**config.mk**
```make
export PLATFORM = sky130hd
export DESIGN_NAME = alu_exec
export DESIGN_NICKNAME = d
export VERILOG_FILES = /design/src/rtl/alu_exec.sv
export SDC_FILE = /design/constraint.sdc
export NUM_CORES = 1
export LEC_CHECK = 0
export BUFFER_PORTS_ARGS = -buffer_cell sky130_fd_sc_hd__buf_2
export CORE_ASPECT_RATIO = 0.8
export CORE_UTILIZATION = 30
export DETAILED_ROUTE_END_ITERATION = 6
export PLACE_DENSITY = 0.5
export RECOVER_POWER = 25
export SLEW_MARGIN = 20
export SYNTH_ARGS = -nofsm -noshare
export SYNTH_HDL_FRONTEND = slang
export SYNTH_SLANG_ARGS = --single-unit
export TNS_END_PERCENT = 50
```
**constraint.sdc**
```tcl
create_clock -name clk_i -period 5.94 [get_ports clk_i]
set_input_delay 0 -clock clk_i [delete_from_list [all_inputs] [get_ports clk_i]]
set_output_delay 0 -clock clk_i [all_outputs]
set_load 0.03 [all_outputs]
```
**src/rtl/alu_exec.sv**
```systemverilog
// alu_exec -- single-issue execute ALU with a multi-cycle shift-add multiplier.
//
// Ports:
//   clk_i       sole clock, rising edge
//   rst_i       synchronous active-high reset
//   start_i     request strobe, only looked at while idle
//   ctrl_i      4-bit operation code
//   src1_i      operand 1 (rs)
//   src2_i      operand 2 (rt / immediate)
//   shamt_i     shift amount for SLL
//   busy_o      high while a multiply is iterating
//   done_o      one-cycle completion pulse
//   result_o    registered result, held until the next completion
//   zero_o      registered (result_o == 0)
//   overflow_o  registered signed overflow of ADD/SUB
//   illegal_o   last completed op had an undefined code
//
// Single-cycle ops complete at the accept edge. MUL captures its operands at
// the accept edge and runs 32 shift-add steps, completing on the 32nd edge.
module alu_exec (
    input  logic        clk_i,
    input  logic        rst_i,
    input  logic        start_i,
    input  logic [3:0]  ctrl_i,
    input  logic [31:0] src1_i,
    input  logic [31:0] src2_i,
    input  logic [4:0]  shamt_i,
    output logic        busy_o,
    output logic        done_o,
    output logic [31:0] result_o,
    output logic        zero_o,
    output logic        overflow_o,
    output logic        illegal_o
);

    localparam logic [3:0] OP_AND  = 4'b0000;
    localparam logic [3:0] OP_OR   = 4'b0001;
    localparam logic [3:0] OP_ADD  = 4'b0010;
    localparam logic [3:0] OP_SUB  = 4'b0011;
    localparam logic [3:0] OP_SLT  = 4'b0100;
    localparam logic [3:0] OP_SLL  = 4'b0101;
    localparam logic [3:0] OP_SRLV = 4'b0110;
    localparam logic [3:0] OP_LUI  = 4'b0111;
    localparam logic [3:0] OP_MUL  = 4'b1001;
    localparam logic [3:0] OP_JMP  = 4'b1010;

    typedef enum logic {S_IDLE, S_MUL} state_t;

    state_t      r_state;
    logic [4:0]  r_cnt;
    logic [31:0] r_mcand;
    logic [31:0] r_mplier;
    logic [31:0] r_acc;
    logic        r_busy;
    logic        r_done;
    logic [31:0] r_result;
    logic        r_zero;
    logic        r_ovf;
    logic        r_ill;

    logic [31:0] w_sum;
    logic [31:0] w_diff;
    logic [31:0] w_res;
    logic        w_ovf;
    logic        w_ill;
    logic [31:0] w_acc_next;

    assign w_sum  = src1_i + src2_i;
    assign w_diff = src1_i - src2_i;

    // Single-cycle datapath, evaluated on the live inputs at the accept edge.
    always_comb begin
        w_res = 32'h0;
        w_ovf = 1'b0;
        w_ill = 1'b0;
        case (ctrl_i)
            OP_AND:  w_res = src1_i & src2_i;
            OP_OR:   w_res = src1_i | src2_i;
            OP_ADD: begin
                w_res = w_sum;
                w_ovf = (src1_i[31] == src2_i[31]) && (w_sum[31] != src1_i[31]);
            end
            OP_SUB: begin
                w_res = w_diff;
                w_ovf = (src1_i[31] != src2_i[31]) && (w_diff[31] != src1_i[31]);
            end
            OP_SLT:  w_res = {31'h0, $signed(src1_i) < $signed(src2_i)};
            OP_SLL:  w_res = src2_i << shamt_i;
            OP_SRLV: w_res = src2_i >> src1_i[4:0];
            OP_LUI:  w_res = {src2_i[15:0], 16'h0000};
            OP_JMP:  w_res = src1_i;
            OP_MUL:  w_res = 32'h0;  // handled by the iterative path
            default: w_ill = 1'b1;
        endcase
    end

    // One shift-add step; only the low 32 bits matter, so signedness is moot.
    assign w_acc_next = r_mplier[0] ? (r_acc + r_mcand) : r_acc;

    always_ff @(posedge clk_i) begin
        if (rst_i) begin
            r_state  <= S_IDLE;
            r_cnt    <= 5'd0;
            r_mcand  <= 32'h0;
            r_mplier <= 32'h0;
            r_acc    <= 32'h0;
            r_busy   <= 1'b0;
            r_done   <= 1'b0;
            r_result <= 32'h0;
            r_zero   <= 1'b1;
            r_ovf    <= 1'b0;
            r_ill    <= 1'b0;
        end else begin
            r_done <= 1'b0;
            case (r_state)
                S_IDLE: begin
                    if (start_i) begin
                        if (ctrl_i == OP_MUL) begin
                            r_state  <= S_MUL;
                            r_busy   <= 1'b1;
                            r_mcand  <= src1_i;
                            r_mplier <= src2_i;
                            r_acc    <= 32'h0;
                            r_cnt    <= 5'd0;
                        end else begin
                            r_result <= w_res;
                            r_zero   <= (w_res == 32'h0);
                            r_ovf    <= w_ovf;
                            r_ill    <= w_ill;
                            r_done   <= 1'b1;
                        end
                    end
                end
                S_MUL: begin
                    // start_i is deliberately not looked at here.
                    r_acc    <= w_acc_next;
                    r_mcand  <= r_mcand << 1;
                    r_mplier <= r_mplier >> 1;
                    r_cnt    <= r_cnt + 5'd1;
                    if (r_cnt == 5'd31) begin
                        r_result <= w_acc_next;
                        r_zero   <= (w_acc_next == 32'h0);
                        r_ovf    <= 1'b0;
                        r_ill    <= 1'b0;
                        r_done   <= 1'b1;
                        r_busy   <= 1'b0;
                        r_state  <= S_IDLE;
                    end
                end
                default: r_state <= S_IDLE;
            endcase
        end
    end

    assign busy_o     = r_busy;
    assign done_o     = r_done;
    assign result_o   = r_result;
    assign zero_o     = r_zero;
    assign overflow_o = r_ovf;
    assign illegal_o  = r_ill;

endmodule

```
==> impl_metrics.env, run 1 <==
export IMPL_grt_ovfl_total=0
export IMPL_drive_gt1_share_pct=11.33
export IMPL_numCtsBuffers=17
export IMPL_failed_checks="design-rule violations, max-capacitance violations, max-slew violations"
export IMPL_io_buffers=112
export IMPL_row_count=77
export IMPL_hold_viol_final=0
export IMPL_critPathCaptureType="flip-flop"
export IMPL_powerDensity_nw_per_um2=171.1
export IMPL_crit_required_ns=6.32
export IMPL_vdd_drop_max_v=0.0001400
export IMPL_drv_cap=3
export IMPL_async_flop_share_pct=0
export IMPL_drc=2
export IMPL_fin_cells=3165
export IMPL_skew_ns=0.01167
export IMPL_setup_viol=0
export IMPL_fmax_ghz=0.1898
export IMPL_ios=113
export IMPL_start_util_pct=30.52
export IMPL_hold_buffers=0
export IMPL_layout_commonest_cell="nor2_1"
export IMPL_status="finished, violations left"
export IMPL_final_core_util_pct=33.67
export IMPL_routed_wl_um=86010
export IMPL_grt_antenna_before_repair=5
export IMPL_drt_first_iter_violations=2342
export IMPL_synth_main_ff_cell="dfxtp_1"
export IMPL_gp_congestion=1.063
export IMPL_arrival_ns=5.64
export IMPL_syn_num_nets=2600
export IMPL_cp_max_fo=65
export IMPL_synth_cell_types=85
export IMPL_grtUsageTotal_pct=29.37
export IMPL_fin_total_pwr_mw=3.203
export IMPL_period_share_pct=88.70
export IMPL_grt_pass1_wl_um=124600
export IMPL_post_cts_buffers=0
export IMPL_syn_inst=2389
export IMPL_slew_violations=80
export IMPL_syn_area_per_cell_sq_um=7.102
export IMPL_area_growth_syn_to_layout_pct=10.33
export IMPL_hpwl_um=66970
export IMPL_cts_root_buf="clkbuf_16"
export IMPL_ys_ff_latch=139
export IMPL_die_area_sq_um=57520
export IMPL_cts_sinks=139
export IMPL_period_minus_slack_ns=5.269
export IMPL_synth_seq_area_share_pct=16.40
export IMPL_dieHeight_um=214.7
export IMPL_final_cell_mix="364 x nor2_1, 307 x a21oi_1, 224 x nand2_1, 138 x dfxtp_1, 132 x ha_1"
export IMPL_p_leak_nw=7.679
export IMPL_drt_first_pass_iters=7
export IMPL_die_w_um=267.9
export IMPL_path_clk_slew_ns=0.07
export IMPL_yosysWarnings=0
export IMPL_clock_latency_ns=0.45
export IMPL_antenna_left=0
export IMPL_finalSetupTns_ns=0
export IMPL_grt_pass1_vias=17910
export IMPL_criticalPathCategory="flip-flop to flip-flop"
export IMPL_slew_headroom_pct=-88.26
export IMPL_hold_slack_ns=0.06414
export IMPL_grt_max_degree=77
export IMPL_rsz0062_at_grt="false"
export IMPL_core_area_sq_um=55590
export IMPL_syn_area_sq_um=16970
export IMPL_cp_start_kind="flip-flop"
export IMPL_dpl_cell_count=3127
export IMPL_fillCellCount=6120
export IMPL_min_path_type="primary input to flip-flop"
export IMPL_vias=19250
export IMPL_ctsResizeCount=0
export IMPL_nets=2607
export IMPL_viasPerCell=6.082
export IMPL_synth_edf_count=0
export IMPL_cts_tree="built"
export IMPL_worstMarginPinSlew_ns=2.824
export IMPL_htreeDepth=4
export IMPL_wl_per_cell_um=27.17
export IMPL_cts_buffer_depth=2
==> kinds of logic (layout without fill, tap and decap cells) <==
group                      Yosys count  count (layout)  synth area share (%)
adders and majority gates          135             135                 10.09
AOI/OAI and AO/OA                  808             808                 30.90
other                                0               6                     0
muxes                              142             142                 12.05
and+or+nand+nor                    841             841                 22.09
xor gates and xnor gates            41              41                 2.117
buffers and inverters              283             303                 6.350
DFF                                139             139                 16.40
==> layout make-up <==
type	count	area, sq um	area share [%]
Clock buffer	19	432.9	2.313
Tap cell	750	938.4	5.013
Inverter	106	397.9	2.126
Timing Repair Buffer	165	909.6	4.859
Clock inverter	13	97.59	0.5214
Antenna cell	6	15.01	0.08021
Sequential cell	139	2786	14.89
Multi-Input combinational cell	1967	13140	70.20
==> worst max-delay path: stages, from the launching register on <==
cell	delay (ns)
dfxtp_4	0.52
clkbuf_1	0.86
a221o_1	0.62
a221o_1	0.28
a311oi_1	0.60
o211ai_1	0.26
nor3_1	0.38
nand4_1	0.24
nor4_1	0.56
nand4b_1	0.15
or4_1	0.54
o211ai_2	0.15
==> flip-flops by register name (all words and copies together), names as in the netlist <==
signal and cells:
done_o 1, r_acc 32, r_state 1, r_cnt 5
busy_o 1, r_mcand 32, zero_o 1, overflow_o 1
illegal_o 1, r_mplier 32, result_o 32
==> synthesized netlist by cell type (all sizes together) (13+ instances only) <==
library cell  number  area [sq um]
o221ai            16         140.1
a31oi             22         137.6
and3              17         106.4
a22oi             28         210.2
nor4              13         81.33
o211ai            37         282.8
mux2              35         397.9
nand2b            20         125.1
clkbuf           132         495.5
mux2i             61         610.6
and2              13         81.33
o22ai             19         118.9
dfxtp            139          2783
a21oi            307          1536
a21o              31         232.7
xnor2             32         280.3
nand2            225         844.6
o21a              13         97.59
a211oi            41         312.8
nor3              45         225.2
nand4             15         93.84
a221oi            16         146.4
o21ai            117         585.6
o31ai             17         127.6
nor2             366          1374
buf               45         183.9
mux4              46          1036
nor2b             23         143.9
inv              103         386.6
nand3             49         245.2
ha               132          1652
==> worst paths after layout <==
| check | startpoint | to | slack (ns) | cells after the start |
|---|---|---|---|---|
| max | r_state | zero_o | 0.67 | 11 |
| min | rst_i | result_o[11] | 0.06 | 2 |
| max reg2reg | r_state | zero_o | 0.67 | 11 |
| min reg2reg | result_o[13] | result_o[13] | 0.45 | 2 |
==> per-stage QoR <==
stage	setup WS, ns	instance area, sq um
2_1_floorplan	1.680	16970
3_3_place_gp	1.010	18230
3_5_place_dp	0.9677	18240
4_1_cts	1.094	18770
5_1_grt	0.5001	18700
6_report	0.6715	18720
==> layer usage <==
| metal | share of wire, % | GRT usage, % | up-vias |
|---|---|---|---|
| li1 | - | - | 8801 |
| met3 | 9.3 | 6.990 | 134 |
| met4 | 2.9 | 9.352 | 2 |
| met1 | 46 | 42.39 | 9405 |
| met2 | 42 | 42.39 | 906 |
| met5 | 0.0081 | 0 | - |
==> where the power goes <==
part	switching, mW	internal [mW]	leakage, nW
clock	0.463	0.535	0.250
combinational	0.851	0.382	6.30
sequential	0.0180	0.955	1.13
Note: power is estimated with default switching activity, not from simulation.
==> run 2: changes to the inputs <==
--- a/config.mk
+++ b/config.mk
@@ -6,10 +6,12 @@
 export NUM_CORES = 1
 export LEC_CHECK = 0
 export BUFFER_PORTS_ARGS = -buffer_cell sky130_fd_sc_hd__buf_2
+export CAP_MARGIN = 20
 export CORE_ASPECT_RATIO = 0.8
-export CORE_UTILIZATION = 30
+export CORE_MARGIN = 4
+export CORE_UTILIZATION = 49
 export DETAILED_ROUTE_END_ITERATION = 6
-export PLACE_DENSITY = 0.5
+export PLACE_DENSITY = 0.72
 export RECOVER_POWER = 25
 export SLEW_MARGIN = 20
 export SYNTH_ARGS = -nofsm -noshare
==> run 2 against run 1 <==
The flow finishes with violations (max-capacitance violations, max-slew violations); hold slack gained 0.0050 ns; sequential power hardly changed; via count rose by 2.1%; sequential cell count is the same; register-to-register slack improved by 0.38 ns; first-iteration DRC count grew 25%; worst setup slack improved by 0.13 ns; core utilization rose by 20 points; combinational power shrank 4%; non-clock buffer count fell by 20; fmax up 2.6%; global-route usage grew 8.8 points.
==> impl_metrics.env, run 2 (same netlist as run 1, synthesis figures left out) <==
export IMPL_crit_buf_inv=2
export IMPL_path_clk_slew_ns=0.07
export IMPL_drc=0
export IMPL_numCtsBuffers=17
export IMPL_fin_total_pwr_mw=3.241
export IMPL_row_count=60
export IMPL_wl_per_cell_um=26.40
export IMPL_dieHeight_um=174.4
export IMPL_hpwl_um=57150
export IMPL_cts_tree="built"
export IMPL_ios=113
export IMPL_grt_max_degree=73
export IMPL_wl_met1_um=30970
export IMPL_routed_wl_um=75420
export IMPL_grt_pass1_vias=18240
export IMPL_final_cell_mix="365 x nor2_1, 307 x a21oi_1, 225 x nand2_1, 138 x dfxtp_1, 132 x ha_1"
export IMPL_start_util_pct=50.11
export IMPL_core_area_sq_um=33860
export IMPL_critical_path_cell_chain="clkbuf_1, clkbuf_1, and3b_1, a22oi_1, o2bb2ai_1, a211oi_1, o21ai_0, nor4_1, nand4_1, nor4_1, nand4b_1, or4_1, o211ai_2"
export IMPL_setup_viol=0
export IMPL_rsz0062_at_grt="false"
export IMPL_r2r_start="r_acc[0]"
export IMPL_status="finished, violations left"
export IMPL_hold_viol_final=0
export IMPL_met2WireLength_um=30650
export IMPL_min_from="src1_i[31]"
export IMPL_cp_num_cells=13
export IMPL_failed_checks="max-capacitance violations, max-slew violations"
export IMPL_slew_headroom_pct=-82.30
export IMPL_drv_cap=4
export IMPL_viasPerCell=6.878
export IMPL_grt_pass1_wl_um=112300
export IMPL_finalSetupTns_ns=0
export IMPL_fin_cells=2857
export IMPL_clock_latency_ns=0.44
export IMPL_vias=19650
export IMPL_slowest_stage="clkbuf_1"
export IMPL_worstMarginPinSlew_ns=2.735
export IMPL_grtUsageTotal_pct=38.14
export IMPL_period_minus_slack_ns=5.136
export IMPL_dpl_cell_count=2822
export IMPL_regToRegEndpoint="zero_o"
export IMPL_die_w_um=216.0
export IMPL_period_share_pct=86.46
export IMPL_fillCellCount=3446
export IMPL_fmax_ghz=0.1947
export IMPL_cp_start_kind="primary input"
export IMPL_powerDensity_nw_per_um2=177.7
export IMPL_grt_antenna_before_repair=10
export IMPL_whs_endpoint="overflow_o"
export IMPL_arrival_ns=5.50
export IMPL_ctsResizeCount=0
export IMPL_drt_first_pass_iters=7
export IMPL_die_area_sq_um=37680
export IMPL_r2r_slack_ns=1.05
export IMPL_final_core_util_pct=53.86
export IMPL_antenna_left=0
export IMPL_wl_met3_um=9667
export IMPL_drt_first_iter_violations=2934
export IMPL_crit_required_ns=6.31
export IMPL_gp_congestion=1.135
export IMPL_p_leak_nw=7.593
export IMPL_slew_violations=163
export IMPL_min_path_cells=3
export IMPL_nets=2587
export IMPL_multi_input_area_sq_um=13120
export IMPL_io_buffers=112
export IMPL_skew_ns=0.01054
export IMPL_cp_max_fo=26
export IMPL_htreeDepth=4
export IMPL_critPathCaptureType="flip-flop"
export IMPL_post_cts_buffers=0
export IMPL_reg2reg_depth=14
export IMPL_criticalPathCategory="primary input to flip-flop"
export IMPL_cts_root_buf="clkbuf_16"
export IMPL_slowest_delay_ns=1.21
export IMPL_min_path_type="primary input to flip-flop"
export IMPL_top_layer="met5"
export IMPL_cts_buffer_depth=2
export IMPL_hold_buffers=0
export IMPL_vdd_drop_max_v=0.0001987
export IMPL_area_growth_syn_to_layout_pct=7.485
export IMPL_layout_commonest_cell="nor2_1"
export IMPL_drive_gt1_share_pct=10.46
export IMPL_register_area_sq_um=2786
export IMPL_cts_sinks=139
export IMPL_critical_path_top_delay_family="buffers and inverters"
export IMPL_grt_ovfl_total=0
## run 2: tightest hold or removal path: stages
cell and delay, ns:
buf_2 0.15, o22ai_1 0.13, o31ai_1 0.18
## run 2: final cells by class
type	count	share of cell area, %
antenna	3	0.04117
clock buffer	18	2.353
clock inverter	14	0.8851
inverter	106	2.182
multi-input combinational	1967	71.94
sequential	139	15.28
tap	465	3.190
timing repair buffer	145	4.130
## run 2: worst max-delay path by stage
stage,start,end
after global placement,r_mcand[0],zero_o
after global routing,ctrl_i[0],r_mcand[22]
after detailed placement,r_acc[0],zero_o
after CTS,r_acc[0],zero_o
after floorplan,r_mcand[0],zero_o
final,ctrl_i[0],zero_o
## run 2: where the power goes
part           internal, mW  switching (mW)  total [mW]  leakage (nW)
logic                 0.372           0.806        1.18          6.19
registers             0.955          0.0171       0.972          1.13
clock network         0.627           0.464        1.09         0.273
## run 2: routing by layer
metal / track usage (%) / up-vias
li1: - / 8754
met1: 52.12 / 9270
met2: 55.48 / 1324
met3: 11.99 / 295
met4: 16.10 / 8
met5: 0 / -
## run 2: through the flow
| step | cell area, sq um | hold WS [ns] | setup slack, ns |
|---|---|---|---|
| after floorplan | 16970 | 0.2160 | 1.680 |
| after global placement | 17710 | 0.4368 | 1.207 |
| after detailed placement | 17710 | 0.4359 | 1.154 |
| after CTS | 18310 | 0.04607 | 1.128 |
| after global routing | 18230 | 0.08348 | 0.4490 |
| final | 18240 | 0.06914 | 0.8041 |
